File: src/rtl/hst_ctrl_mc_if.sv
// TRN receive-stream bundle snooped by the host control register decoder.
interface hst_ctrl_mc_if;
  logic [63:0] trn_rd;
  logic [7:0]  trn_rrem_n;
  logic        trn_rsof_n;
  logic        trn_reof_n;
  logic        trn_rsrc_rdy_n;
  logic [6:0]  trn_rbar_hit_n;

  modport master (
    output trn_rd, trn_rrem_n, trn_rsof_n, trn_reof_n, trn_rsrc_rdy_n, trn_rbar_hit_n
  );
  modport slave (
    input trn_rd, trn_rrem_n, trn_rsof_n, trn_reof_n, trn_rsrc_rdy_n, trn_rbar_hit_n
  );
endinterface

File: src/rtl/hst_ctrl_mc.sv
// Multi-channel host control register decoder: snoops MWr32/MWr64 TLPs on one BAR.
// Optional macro HST_CTRL_OVERRUN_CNT_EN builds the saturating overrun_cnt counter.
module hst_ctrl_mc #(
  parameter int unsigned BARHIT               = 2,
  parameter int unsigned NUM_LBUF             = 2,
  parameter logic [5:0]  BARMP_CPL_ADDR       = 6'h00,
  parameter logic [5:0]  BARMP_LBUF_ADDR_BASE = 6'h08,
  parameter logic [5:0]  BARMP_LBUF_EN_BASE   = 6'h10
) (
  input  logic                     clk,
  input  logic                     rst_n,
  hst_ctrl_mc_if.slave             trn,
  output logic [63:0]              cpl_addr,
  output logic [64*NUM_LBUF-1:0]   lbuf_addr,
  output logic [32*NUM_LBUF-1:0]   lbuf_len,
  output logic [NUM_LBUF-1:0]      lbuf_en,
  input  logic [NUM_LBUF-1:0]      lbuf_dn,
  output logic [NUM_LBUF-1:0]      lbuf_overrun,
  output logic [15:0]              overrun_cnt
);
  localparam int unsigned CH_W     = (NUM_LBUF > 1) ? $clog2(NUM_LBUF) : 1;
  localparam logic [6:0]  FT_MWR32 = 7'b1000000;
  localparam logic [6:0]  FT_MWR64 = 7'b1100000;

  typedef enum logic [2:0] {S_IDLE, S_H32, S_D32, S_H64, S_D64, S_DRAIN} state_t;
  typedef enum logic [1:0] {T_NONE, T_CPL, T_ADDR, T_EN} tgt_t;

  state_t            r_state;
  tgt_t              r_tgt;
  logic [CH_W-1:0]   r_ch;
  logic [9:0]        r_tlp_len;
  logic [31:0]       r_data0;
  logic [63:0]       r_cpl_addr;
  logic [63:0]       r_addr    [NUM_LBUF];
  logic [31:0]       r_buf_len [NUM_LBUF];
  logic [NUM_LBUF-1:0] r_en;
  logic [NUM_LBUF-1:0] r_ovr;

  logic              w_beat, w_sof, w_eof, w_hit, w_len_ok, w_en_go, w_wide_go;
  logic [5:0]        w_off;
  tgt_t              w_tgt;
  logic [CH_W-1:0]   w_ch, w_en_ch;
  logic [31:0]       w_en_val;
  logic [63:0]       w_wide_val;
  logic [NUM_LBUF-1:0] w_en_hit;
  state_t            w_end_st;
  logic              w_unused;

  function automatic logic [31:0] bswap(input logic [31:0] d);
    return {d[7:0], d[15:8], d[23:16], d[31:24]};
  endfunction

  assign w_unused = ^{trn.trn_rrem_n, trn.trn_rbar_hit_n};

  // Offset decode (CPL > ADDR > EN) and commit qualification
  always_comb begin
    w_beat   = ~trn.trn_rsrc_rdy_n;
    w_sof    = ~trn.trn_rsof_n;
    w_eof    = ~trn.trn_reof_n;
    w_hit    = ~trn.trn_rbar_hit_n[BARHIT];
    w_end_st = w_eof ? S_IDLE : S_DRAIN;
    w_off    = (r_state == S_H64) ? trn.trn_rd[7:2] : trn.trn_rd[39:34];
    w_tgt    = T_NONE;
    w_ch     = '0;
    if (w_off == BARMP_CPL_ADDR) begin
      w_tgt = T_CPL;
    end else if ({1'b0, w_off} >= {1'b0, BARMP_LBUF_ADDR_BASE} &&
                 {1'b0, w_off} < 7'({1'b0, BARMP_LBUF_ADDR_BASE} + 7'(NUM_LBUF))) begin
      w_tgt = T_ADDR;
      w_ch  = CH_W'(w_off - BARMP_LBUF_ADDR_BASE);
    end else if ({1'b0, w_off} >= {1'b0, BARMP_LBUF_EN_BASE} &&
                 {1'b0, w_off} < 7'({1'b0, BARMP_LBUF_EN_BASE} + 7'(NUM_LBUF))) begin
      w_tgt = T_EN;
      w_ch  = CH_W'(w_off - BARMP_LBUF_EN_BASE);
    end
    case (w_tgt)
      T_CPL, T_ADDR: w_len_ok = (r_tlp_len == 10'd2);
      T_EN:          w_len_ok = (r_tlp_len == 10'd1);
      default:       w_len_ok = 1'b0;
    endcase
    w_en_val = (r_state == S_H32) ? bswap(trn.trn_rd[31:0]) : bswap(trn.trn_rd[63:32]);
    w_en_ch  = (r_state == S_H32) ? w_ch : r_ch;
    w_en_go  = w_beat && (w_en_val != '0) &&
               ((r_state == S_H32 && w_tgt == T_EN && w_len_ok) ||
                (r_state == S_D64 && r_tgt == T_EN));
    w_wide_go  = w_beat && (r_state == S_D32 || r_state == S_D64) &&
                 (r_tgt == T_CPL || r_tgt == T_ADDR);
    w_wide_val = (r_state == S_D32) ? {bswap(trn.trn_rd[63:32]), r_data0}
                                    : {bswap(trn.trn_rd[31:0]), bswap(trn.trn_rd[63:32])};
    for (int i = 0; i < NUM_LBUF; i++) begin
      w_en_hit[i] = w_en_go && (w_en_ch == CH_W'(i));
    end
  end

  always_ff @(posedge clk) begin
    if (!rst_n) begin
      r_state    <= S_IDLE;
      r_tgt      <= T_NONE;
      r_ch       <= '0;
      r_tlp_len  <= '0;
      r_data0    <= '0;
      r_cpl_addr <= '0;
      r_en       <= '0;
      r_ovr      <= '0;
      for (int i = 0; i < NUM_LBUF; i++) begin
        r_addr[i]    <= '0;
        r_buf_len[i] <= '0;
      end
    end else begin
      if (w_beat) begin
        case (r_state)
          S_IDLE: begin
            if (w_sof && w_hit) begin
              r_tlp_len <= trn.trn_rd[41:32];
              case (trn.trn_rd[62:56])
                FT_MWR32: r_state <= S_H32;
                FT_MWR64: r_state <= S_H64;
                default:  r_state <= w_eof ? S_IDLE : S_DRAIN;
              endcase
            end
          end
          S_H32: begin
            if (w_len_ok && w_tgt != T_EN) begin
              r_data0 <= bswap(trn.trn_rd[31:0]);
              r_tgt   <= w_tgt;
              r_ch    <= w_ch;
              r_state <= S_D32;
            end else begin
              r_state <= w_end_st;
            end
          end
          S_H64: begin
            if (w_len_ok) begin
              r_tgt   <= w_tgt;
              r_ch    <= w_ch;
              r_state <= S_D64;
            end else begin
              r_state <= w_end_st;
            end
          end
          S_D32, S_D64: r_state <= w_end_st;
          default:      if (w_eof) r_state <= S_IDLE;
        endcase
      end
      if (w_wide_go && r_tgt == T_CPL) r_cpl_addr <= w_wide_val;
      // A coincident dn frees the channel so a new enable is taken, not flagged
      for (int i = 0; i < NUM_LBUF; i++) begin
        if (w_wide_go && r_tgt == T_ADDR && r_ch == CH_W'(i)) r_addr[i] <= w_wide_val;
        if (w_en_hit[i]) begin
          if (!r_en[i] || lbuf_dn[i]) begin
            r_buf_len[i] <= w_en_val;
            r_en[i]      <= 1'b1;
          end else begin
            r_ovr[i] <= 1'b1;
          end
        end else if (lbuf_dn[i]) begin
          r_en[i] <= 1'b0;
        end
      end
    end
  end

  assign cpl_addr     = r_cpl_addr;
  assign lbuf_en      = r_en;
  assign lbuf_overrun = r_ovr;
  for (genvar g = 0; g < NUM_LBUF; g++) begin : g_pack
    assign lbuf_addr[64*g +: 64] = r_addr[g];
    assign lbuf_len[32*g +: 32]  = r_buf_len[g];
  end

`ifdef HST_CTRL_OVERRUN_CNT_EN
  logic        w_drop;
  logic [15:0] r_ovr_cnt;
  assign w_drop = |(w_en_hit & r_en & ~lbuf_dn);
  always_ff @(posedge clk) begin
    if (!rst_n)                               r_ovr_cnt <= '0;
    else if (w_drop && r_ovr_cnt != 16'hFFFF) r_ovr_cnt <= r_ovr_cnt + 16'd1;
  end
  assign overrun_cnt = r_ovr_cnt;
`else
  assign overrun_cnt = 16'h0000;
`endif
endmodule

File: src/flat_wrapper.sv
// flat-port wrapper written by rule: the top's interface ports become plain ports
module hst_ctrl_mc_flat 
#(
  parameter int unsigned BARHIT               = 2,
  parameter int unsigned NUM_LBUF             = 2,
  parameter logic [5:0]  BARMP_CPL_ADDR       = 6'h00,
  parameter logic [5:0]  BARMP_LBUF_ADDR_BASE = 6'h08,
  parameter logic [5:0]  BARMP_LBUF_EN_BASE   = 6'h10
)
  (clk, rst_n, cpl_addr, lbuf_addr, lbuf_len, lbuf_en, lbuf_dn, lbuf_overrun, overrun_cnt, trn_trn_rd, trn_trn_rrem_n, trn_trn_rsof_n, trn_trn_reof_n, trn_trn_rsrc_rdy_n, trn_trn_rbar_hit_n);
  hst_ctrl_mc_if trn_i ();
  input  logic clk;
  input  logic rst_n;
  output logic [63:0] cpl_addr;
  output logic [64*NUM_LBUF-1:0] lbuf_addr;
  output logic [32*NUM_LBUF-1:0] lbuf_len;
  output logic [NUM_LBUF-1:0] lbuf_en;
  input  logic [NUM_LBUF-1:0] lbuf_dn;
  output logic [NUM_LBUF-1:0] lbuf_overrun;
  output logic [15:0] overrun_cnt;
  input wire logic [$bits(trn_i.trn_rd)-1:0] trn_trn_rd;
  input wire logic [$bits(trn_i.trn_rrem_n)-1:0] trn_trn_rrem_n;
  input wire logic [$bits(trn_i.trn_rsof_n)-1:0] trn_trn_rsof_n;
  input wire logic [$bits(trn_i.trn_reof_n)-1:0] trn_trn_reof_n;
  input wire logic [$bits(trn_i.trn_rsrc_rdy_n)-1:0] trn_trn_rsrc_rdy_n;
  input wire logic [$bits(trn_i.trn_rbar_hit_n)-1:0] trn_trn_rbar_hit_n;
  assign trn_i.trn_rd = trn_trn_rd;
  assign trn_i.trn_rrem_n = trn_trn_rrem_n;
  assign trn_i.trn_rsof_n = trn_trn_rsof_n;
  assign trn_i.trn_reof_n = trn_trn_reof_n;
  assign trn_i.trn_rsrc_rdy_n = trn_trn_rsrc_rdy_n;
  assign trn_i.trn_rbar_hit_n = trn_trn_rbar_hit_n;
  hst_ctrl_mc #(.BARHIT(BARHIT), .NUM_LBUF(NUM_LBUF), .BARMP_CPL_ADDR(BARMP_CPL_ADDR), .BARMP_LBUF_ADDR_BASE(BARMP_LBUF_ADDR_BASE), .BARMP_LBUF_EN_BASE(BARMP_LBUF_EN_BASE)) u_core (.clk(clk), .rst_n(rst_n), .trn(trn_i), .cpl_addr(cpl_addr), .lbuf_addr(lbuf_addr), .lbuf_len(lbuf_len), .lbuf_en(lbuf_en), .lbuf_dn(lbuf_dn), .lbuf_overrun(lbuf_overrun), .overrun_cnt(overrun_cnt));
endmodule
File: config.mk
export PLATFORM = sky130hd
export DESIGN_NAME = hst_ctrl_mc_flat
export DESIGN_NICKNAME = d
export VERILOG_FILES = /design/src/rtl/hst_ctrl_mc_if.sv /design/src/rtl/hst_ctrl_mc.sv /design/src/flat_wrapper.sv
export SDC_FILE = /design/constraint.sdc
export NUM_CORES = 1
export LEC_CHECK = 0
export CORE_MARGIN = 2
export CORE_UTILIZATION = 43
export CTS_CLUSTER_SIZE = 10
export DETAILED_ROUTE_END_ITERATION = 8
export PLACE_DENSITY = 0.88
export SLEW_MARGIN = 20
export SYNTH_ARGS = -nofsm -noshare
export SYNTH_HDL_FRONTEND = slang
export SYNTH_SLANG_ARGS = --single-unit
File: constraint.sdc
create_clock -name clk -period 6.99 [get_ports clk]
set_clock_uncertainty 0.2 [all_clocks]
set_input_delay 1.0485 -clock clk [delete_from_list [all_inputs] [get_ports clk]]
set_output_delay 1.0485 -clock clk [all_outputs]
set_load 0.03 [all_outputs]
# Word-level counts from Yosys, hierarchy flattened

Memory sizes are Yosys's and may differ from the RTL's.
Cells that the tools add are included.

Eq/ne operators: 21
Magnitude comparators: 4
Reduce and logical (&&, ||, !) cells: 40
Div/mod/pow operators: 0
Muxes and demuxes: 49
Shift-type cells: 0
Bitwise operators: 11
$mul: 0
Add/sub/neg operators: 2

Operators with widths:

| operator                                                              | count |
|---|---|
| 64-bit 2-to-1 mux                                                     | 3 |
| 32-bit 2-to-1 mux                                                     | 3 |
| 32-bit nonzero test                                                   | 1 |
| 1-bit 2-to-1 mux                                                      | 27 |
| 1-bit logical AND                                                     | 17 |
| 3-bit 2-to-1 mux                                                      | 5 |
| 7-bit == test, second input constant                                  | 2 |
| 3-bit one-hot mux with 4 select lines                                 | 1 |
| 10-bit by 1-bit == test with 1-bit output, second input constant      | 1 |
| 10-bit by 2-bit == test with 1-bit output, second input constant      | 1 |
| 2-bit 2-to-1 mux                                                      | 5 |
| 3-bit AND reduction                                                   | 3 |
| 2-bit == test, second input constant                                  | 4 |
| 2-bit inequality test, second input constant                          | 4 |
| 2-bit AND reduction                                                   | 4 |
| 1-bit NOT                                                             | 7 |
| 3-bit by 2-bit == test with 1-bit output, second input constant       | 2 |
| 6-bit by 4-bit >= comparator with 1-bit output, second input constant | 1 |
| 6-bit by 5-bit >= comparator with 1-bit output, second input constant | 1 |
| 6-bit zero test                                                       | 1 |
| 6-bit by 4-bit < comparator with 1-bit output, second input constant  | 1 |
| 6-bit by 5-bit < comparator with 1-bit output, second input constant  | 1 |
| 6-bit 2-to-1 mux                                                      | 1 |
| 3-bit one-hot mux with 2 select lines                                 | 1 |
| 15 further kinds                                                      | 30 |

Input bits: 86
Register bits after elaboration: 116
Memories kept: 2
Bits in writable memories: 192
Word-level logic and storage cells: 139
Output and inout port bits: 276
Bits in latches: 0
Bits in read-only memories: 0

Memories:

| memory           | words | width | read ports | clocked after memory_dff | wr ports | RTL line          | RTL |
|---|---|---|---|---|---|---|---|
| u_core.r_addr    | 2     | 64    | 2          | 0                        | 2        | hst_ctrl_mc.sv:34 | `logic [63:0] r_addr [NUM_LBUF];` |
| u_core.r_buf_len | 2     | 32    | 2          | 0                        | 2        | hst_ctrl_mc.sv:35 | `logic [31:0] r_buf_len [NUM_LBUF];` |

# Logic depth before layout (Yosys ltp)

Gate-level depths: netlist of run 1.

Word-level depth: 18
Mapped depth: 9
Depth with buffers taken out: 5

# Worst setup path after synthesis of run 1

OpenSTA, ideal clock, no wires.

Path kind: input-to-reg
From: in trn_trn_rsrc_rdy_n
To: mem u_core.r_addr[0][0] (enable)
Buffers on the path: 0
Arrival time: 5889 ps
Library setup time: 574 ps
Data required time: 6216 ps
Stages on the path: 3
Setup slack: 327 ps
Cell sequence: nor3b_1 -> inv_1 -> o21ai_0

RTL lines:

| element         | RTL line           | RTL |
|---|---|---|
| start, declared | flat_wrapper.sv:25 | `input wire logic [$bits(trn_i.trn_rsrc_rdy_n)-1:0] trn_trn_rsrc_rdy_n;` |
| end, declared   | hst_ctrl_mc.sv:34  |  |

==> results of run 1 <==
-- cell type report --
| type | instances | area [um^2] | share of cell area, % |
|---|---|---|---|
| Tap cell | 384 | 480 | 2.82 |
| Clock inverter | 3 | 18.8 | 0.110 |
| Inverter | 6 | 25.0 | 0.147 |
| Clock buffer | 66 | 1140 | 6.69 |
| Multi-Input combinational cell | 556 | 3890 | 22.8 |
| Timing Repair Buffer | 342 | 3400 | 19.9 |
| Sequential cell | 308 | 8090 | 47.5 |
| Antenna cell | 3 | 7.51 | 0.0440 |
-- flip-flops by register name, indices dropped and copies added (netlist names) --
register / cells
u_core.lbuf_en: 2
u_core.r_state: 3
u_core.r_tlp_len: 10
u_core.lbuf_overrun: 2
u_core.r_buf_len: 64
u_core.r_ch: 1
u_core.cpl_addr: 64
u_core.r_data0: 32
u_core.r_addr: 128
u_core.r_tgt: 2
-- kinds of logic (layout without fill, tap and decap cells) --
group	Yosys count	count (layout)	share of synthesized area [%]
mux	139	139	11.3
flops	308	308	65.4
fa+ha+maj	3	3	0.304
other cells	1	19	0.0303
xor+xnor	3	3	0.213
buf+inv	86	417	4.16
simple gates	296	296	12.7
compound gates	99	99	5.94
-- placed cells by master, fill, tap and decap left out, types with 4 or more instances in the layout --
cell and count:
nand2_1 19, nor3_1 5, mux2i_1 139, nor3_2 30
dfxtp_1 116, nand3_1 5, nor4_1 15, nor2_1 175
edfxtp_1 192, nand3b_1 4, a21oi_1 6, conb_1 16
clkdlybuf4s50_1 331, o31ai_1 5, buf_4 11, clkbuf_16 41
a211oi_1 66, nand4_1 6, clkbuf_1 23, o21ai_0 5
inv_1 5
-- worst reg2reg max path, delay by kind of cell (launching register included) --
family	cells	cell delay, ps
AND/OR/NAND/NOR	2	1130
flip-flops	1	520
AO/OA/AOI/OAI	3	1170
buffers and inverters	1	430
-- metrics by stage --
stage | area [um^2] | worst slack (ps)
floorplan | 12400 | 327
global placement | 15900 | 2530
detailed placement | 15900 | 2470
CTS | 17000 | 2990
global route | 17000 | 2840
finish | 17000 | 2990
-- Yosys cell counts, types with 2 or more instances --
| library cell | n | area share, % |
|---|---|---|
| edfxtp_1 | 192 | 47 |
| nor2_1 | 175 | 5.3 |
| mux2i_1 | 139 | 11 |
| dfxtp_1 | 116 | 19 |
| a211oi_1 | 66 | 4.0 |
| nor3_2 | 30 | 2.4 |
| clkbuf_1 | 26 | 0.79 |
| buf_4 | 22 | 1.3 |
| buf_2 | 21 | 0.85 |
| nand2_1 | 21 | 0.64 |
| nor4_1 | 15 | 0.76 |
| buf_6 | 11 | 1.0 |
| o31ai_1 | 7 | 0.43 |
| a21oi_1 | 6 | 0.24 |
| inv_1 | 6 | 0.18 |
| nand4_1 | 6 | 0.30 |
| o21ai_0 | 6 | 0.24 |
| nand3_1 | 5 | 0.20 |
| nor3_1 | 5 | 0.20 |
| nand3b_1 | 4 | 0.24 |
| and3_1 | 3 | 0.15 |
| and4_1 | 3 | 0.21 |
| ha_1 | 3 | 0.30 |
| nand2b_1 | 3 | 0.15 |
| nor2b_1 | 3 | 0.15 |
| nor3b_1 | 3 | 0.18 |
| and3b_1 | 2 | 0.14 |
| nand2_2 | 2 | 0.10 |
| o211ai_1 | 2 | 0.12 |
| o21a_1 | 2 | 0.12 |
| or3b_2 | 2 | 0.14 |
| xor2_1 | 2 | 0.14 |
-- path summary, 6_finish.rpt --
path | endpoint | slack [ps] | depth (start not counted)
max reg2reg | u_core.r_buf_len[0][40] | 3160 | 6
min reg2reg | u_core.lbuf_overrun[1] | 250 | 2
max | u_core.r_buf_len[0][40] | 2990 | 7
min | u_core.lbuf_overrun[1] | 250 | 2
-- power by group through the flow --
| stage | clock [uW] | combinational [uW] | sequential [uW] |
|---|---|---|---|
| CTS | 1850 | 365 | 1980 |
| finish | 1820 | 364 | 1980 |
| detailed placement | 0 | 363 | 2020 |
| floorplan | 0 | 109 | 2100 |
| global placement | 0 | 360 | 2020 |
| global route | 1920 | 380 | 1990 |
-- layer usage --
layer | part of all wire (%) | GRT usage [%]
met5 | 0 | 0
met4 | 3.5 | 8.97
met3 | 6.7 | 5.02
met2 | 49 | 40.8
met1 | 41 | 30.2
==> results.md, run 1 <==
- Result of the run: finished clean
- Congestion Overflow GR: 0
- Maximum level of the CTS H-tree: 2
- Data arrival time of the critical path: 3960 ps
- Hold buffers post-CTS: 0
- Crit-path max FO: 26
- Die X: 174 um
- Core Util, Final: 59.9%
- First-pass iteration count of the detailed router: 5
- Family with the most delay on the worst path: compound AO/OA/AOI/OAI gates
- Async set-or-reset flop fraction in the synthesized netlist: 0%
- Largest net degree at the start of global routing: 72
- Number of failing setup endpoints in the final timing report: 0
- Global-route wire length before repair: 55200 um
- Post-CTS clock slew at the launch and capture registers of the worst setup and hold paths: 50 ps
- NumNets Final: 1341
- Commonest register cell after synthesis: edfxtp_1
- Unrepaired setup endpoints after global routing: no
- Clock network latency to the later pin of the worst-skew pair: 520 ps
- Number of global-route vias before repair: 9071
- Buffers and inverters on the worst path: 2
- Share of power burned in registers: 47.6%
- Startpoint of the lowest-slack hold path: u_core.lbuf_overrun[1]
- Number of cells in the finished layout apart from fillers: 1668
- Placed wire-length estimate: 26100 um
- Cell chain of the critical path: clkdlybuf4s50_1 > nor4_2 > nand4_1 > a21boi_1 > o211ai_1 > o31ai_4 > buf_4
- Highest-delay cell along the critical path: o31ai_4
- Launch point of the worst reg-to-reg path: u_core.r_state[0]
- Post-Route Hold Slack: 251 ps
- Count of buffers added by post-CTS timing repair for setup: 0
- Number of design-rule violations left by the first detailed-router iteration: 756
- Tmin final: 4000 ps
- Number of hold violations in the final report: 0
- Total die area: 30100 um^2
- Least-Margin Pin Slew: 1110 ps
- Worst stage delay on the critical path: 590 ps
- Max-slew headroom at the worst pin: 26.3%
- Total Routed Length: 36800 um
- Leakage: 0.00615 uW
- Count of flip-flops with a built-in enable after synthesis: 192
- Hold Path Class: reg -> reg
- Overall Global Routing Usage: 24.0%
- Final number of max-transition violations: 0
- Required time of the critical path: 6950 ps
- Fin crit share: 57.2%
- Layout overhead on the synthesized area: 37.9%
- Placed Cells: 1596
- Total internal power: 3200 uW
- CTS resizes: 0
- Worst Setup SP: trn_trn_rd[3]
- Maximum clock rate: 250 MHz
- CTS buffer count: 38
- Switching power share of the total: 23.2%
- IR Drop Worst-Case VDD: 0.000177 V
- Setup crit start kind: input pin
- Category of the critical setup timing path: in -> reg
- Antenna violations before repair: 2
- Vias per Instance: 5.37
- Pwr/cell area: 244 nW/um^2
- Synthesized netlist cell count: 935
- Layout cell share with drive strength beyond 1: 8.51%
- Weighted congestion reported at the end of routability-driven placement: 0.903
- Comb power frac: 8.7%
- Starting utilization of the core area: 43.4%
- Number of I/O port buffers: 331
- Count of maximum capacitance violations: 0
- Count of state elements after synthesis: 308
- Register area share after synthesis: 65.4%
- Number of warnings printed during yosys synthesis: 0
- Power share of the clock group: 43.7%
- CTS tree: built
- DRT antenna net count: 0
- Num Clock Sinks: 308
- Clock root cell: clkbuf_16
- Per-cell routed wire length: 22.1 um
- Top-level I/O count: 362
- Syn_area_per_cell: 13.2 um^2
- Critical Path Sink Type: flip-flop
- Layout filler cell count: 2102
- Switching Power: 968 uW
- Netlist area before placement: 12400 um^2
- Number of core rows: 62
- Via Count: 8954
- Clock Path Buffers: 3
- TNS Setup: 0 ps
- Total chip power: 4170 uW
- Count of unique library cells instantiated by Yosys: 58
- Die outline height: 174 um
- Remaining DRCs: 0
- Core outline area: 28500 um^2
Note: power is estimated with default switching activity, not from simulation.
==> run 2, diff against run 1 <==
--- a/config.mk
+++ b/config.mk
@@ -6,10 +6,10 @@
 export NUM_CORES = 1
 export LEC_CHECK = 0
 export CORE_MARGIN = 2
-export CORE_UTILIZATION = 43
+export CORE_UTILIZATION = 48
 export CTS_CLUSTER_SIZE = 10
 export DETAILED_ROUTE_END_ITERATION = 8
-export PLACE_DENSITY = 0.88
+export PLACE_DENSITY = 0.92
 export SLEW_MARGIN = 20
 export SYNTH_ARGS = -nofsm -noshare
 export SYNTH_HDL_FRONTEND = slang
==> constraint.sdc (replaced) <==
create_clock -name clk -period 4.1 [get_ports clk]
set_clock_uncertainty 0.2 [all_clocks]
set_input_delay 0.615 -clock clk [delete_from_list [all_inputs] [get_ports clk]]
set_output_delay 0.615 -clock clk [all_outputs]
set_load 0.03 [all_outputs]
==> results.md, run 2 (same netlist as run 1, synthesis figures left out) <==
- Result of the run: finished clean
- Launch point of the worst reg-to-reg path: u_core.r_state[2]
- Top-level I/O count: 362
- Placed wire-length estimate: 26200 um
- Category of the critical setup timing path: reg -> reg
- Pwr/cell area: 413 nW/um^2
- Leakage: 0.00623 uW
- Number of failing setup endpoints in the final timing report: 0
- Highest-delay cell along the critical path: dfxtp_1
- Cell chain of the critical path: xor2_1 > nand2b_1 > nor3b_1 > nand2_2 > buf_4 > nor2_1
- Most frequent standard cell in the layout excluding fill and tap cells: clkdlybuf4s50_1
- IR Drop Worst-Case VDD: 0.000352 V
- First-pass iteration count of the detailed router: 6
- Per-cell routed wire length: 22.7 um
- Congestion Overflow GR: 0
- Number of design-rule violations left by the first detailed-router iteration: 927
- Core Util, Final: 67.8%
- Crit-path max FO: 32
- Required time of the critical path: 4220 ps
- Setup crit start kind: flip-flop
- Hold Path Class: reg -> reg
- Overall Global Routing Usage: 26.7%
- Largest net degree at the start of global routing: 129
- Worst Setup SP: u_core.r_state[2]
- Family with the most delay on the worst path: simple AND/OR/NAND/NOR gates
- Placed Cells: 1559
- Weighted congestion reported at the end of routability-driven placement: 0.888
- Number of I/O port buffers: 331
- Clock Path Buffers: 3
- Least-Margin Pin Slew: 935 ps
- Number of core rows: 58
- Max-slew headroom at the worst pin: 37.7%
- Maximum clock rate: 319 MHz
- Count of maximum capacitance violations: 0
- Layout cell share with drive strength beyond 1: 9.56%
- Remaining DRCs: 0
- Layout overhead on the synthesized area: 38.5%
- Maximum level of the CTS H-tree: 2
- Starting utilization of the core area: 48.9%
- Die outline height: 164 um
- CTS buffer count: 37
- NumNets Final: 1357
- Number of hold violations in the final report: 0
- Data arrival time of the critical path: 3250 ps
- Diode insertion count for antenna repair: 0
- Count of buffers added by post-CTS timing repair for setup: 0
- Buffers and inverters on the worst path: 1
- CTS resizes: 0
- Via Count: 9089
- Global-route wire length before repair: 54100 um
- Worst stage delay on the critical path: 690 ps
- Number of cells in the finished layout apart from fillers: 1627
- Number of global-route vias before repair: 8747
- Num Clock Sinks: 308
- Fin crit share: 76.4%
- Vias per Instance: 5.59
- Tmin final: 3130 ps
- Post-CTS clock slew at the launch and capture registers of the worst setup and hold paths: 60 ps
- CTS tree: built
- Total die area: 27100 um^2
- Antenna violations before repair: 0
- Clock network latency to the later pin of the worst-skew pair: 530 ps
- Die X: 164 um
- Commonest cells after routing, fill and taps aside: 331 x clkdlybuf4s50_1, 192 x edfxtp_1, 175 x nor2_1, 139 x mux2i_1, 116 x dfxtp_1
- Biggest register: u_core.r_addr
- Clock root cell: clkbuf_16
- Unrepaired setup endpoints after global routing: no
- Final number of max-transition violations: 0
- Critical Path Sink Type: flip-flop
- Core outline area: 25300 um^2
- Flip-flop count of the largest register, all copies and words added: 128
- Hold buffers post-CTS: 0
- Startpoint of the lowest-slack hold path: u_core.lbuf_overrun[0]
- Total Routed Length: 37000 um
- DRT antenna net count: 0
-- run 2: cell count changes in the layout (fill, tap and decap cells not counted), sizes merged --
cell and delta:
buf +17, clkbuf -1, diode -3
-- run 2: cell type report --
cell class | count | area (um^2)
Clock inverter | 3 | 41.3
Timing Repair Buffer | 359 | 3570
Inverter | 6 | 25.0
Sequential cell | 308 | 8090
Clock buffer | 65 | 1090
Multi-Input combinational cell | 556 | 3880
Fill cell | 1723 | 8140
Tap cell | 330 | 413
-- run 2: through the flow --
stage / hold WS (ps) / total power (uW) / TNS [ps] / cell area (um^2) / setup slack [ps]
after floorplan: 263 / 3770 / -41740 / 12400 / -652
after global placement: 253 / 4070 / 0 / 16000 / 551
after detailed placement: 252 / 4080 / 0 / 16000 / 526
after CTS: 265 / 7110 / 0 / 17100 / 922
after global routing: 278 / 7270 / 0 / 17100 / 701
final: 267 / 7070 / 0 / 17100 / 967
-- run 2: worst min-delay path, stage by stage (launching register included) --
cell     delay (ps)
dfxtp_1         310
nand2_1          50
o31ai_1          50
-- run 2: layer usage --
metal	wire length (um)	global-route usage (%)	vias to the layer above
li1	-	-	4090
met1	15000	36.4	4371
met2	17800	43.9	535
met3	3090	5.10	93
met4	1120	7.71	0
met5	0	0	-
-- run 2: final timing paths --
path	to	slack, ps	depth (start not counted)
max	u_core.r_addr[0][80]	970	6
min	u_core.lbuf_overrun[0]	270	2
max reg2reg	u_core.r_addr[0][80]	970	6
min reg2reg	u_core.lbuf_overrun[0]	270	2
-- run 2: power by group --
part | internal (uW) | switching (uW)
Clock | 1810 | 1240
Combinational | 230 | 409
Sequential | 3350 | 25.8
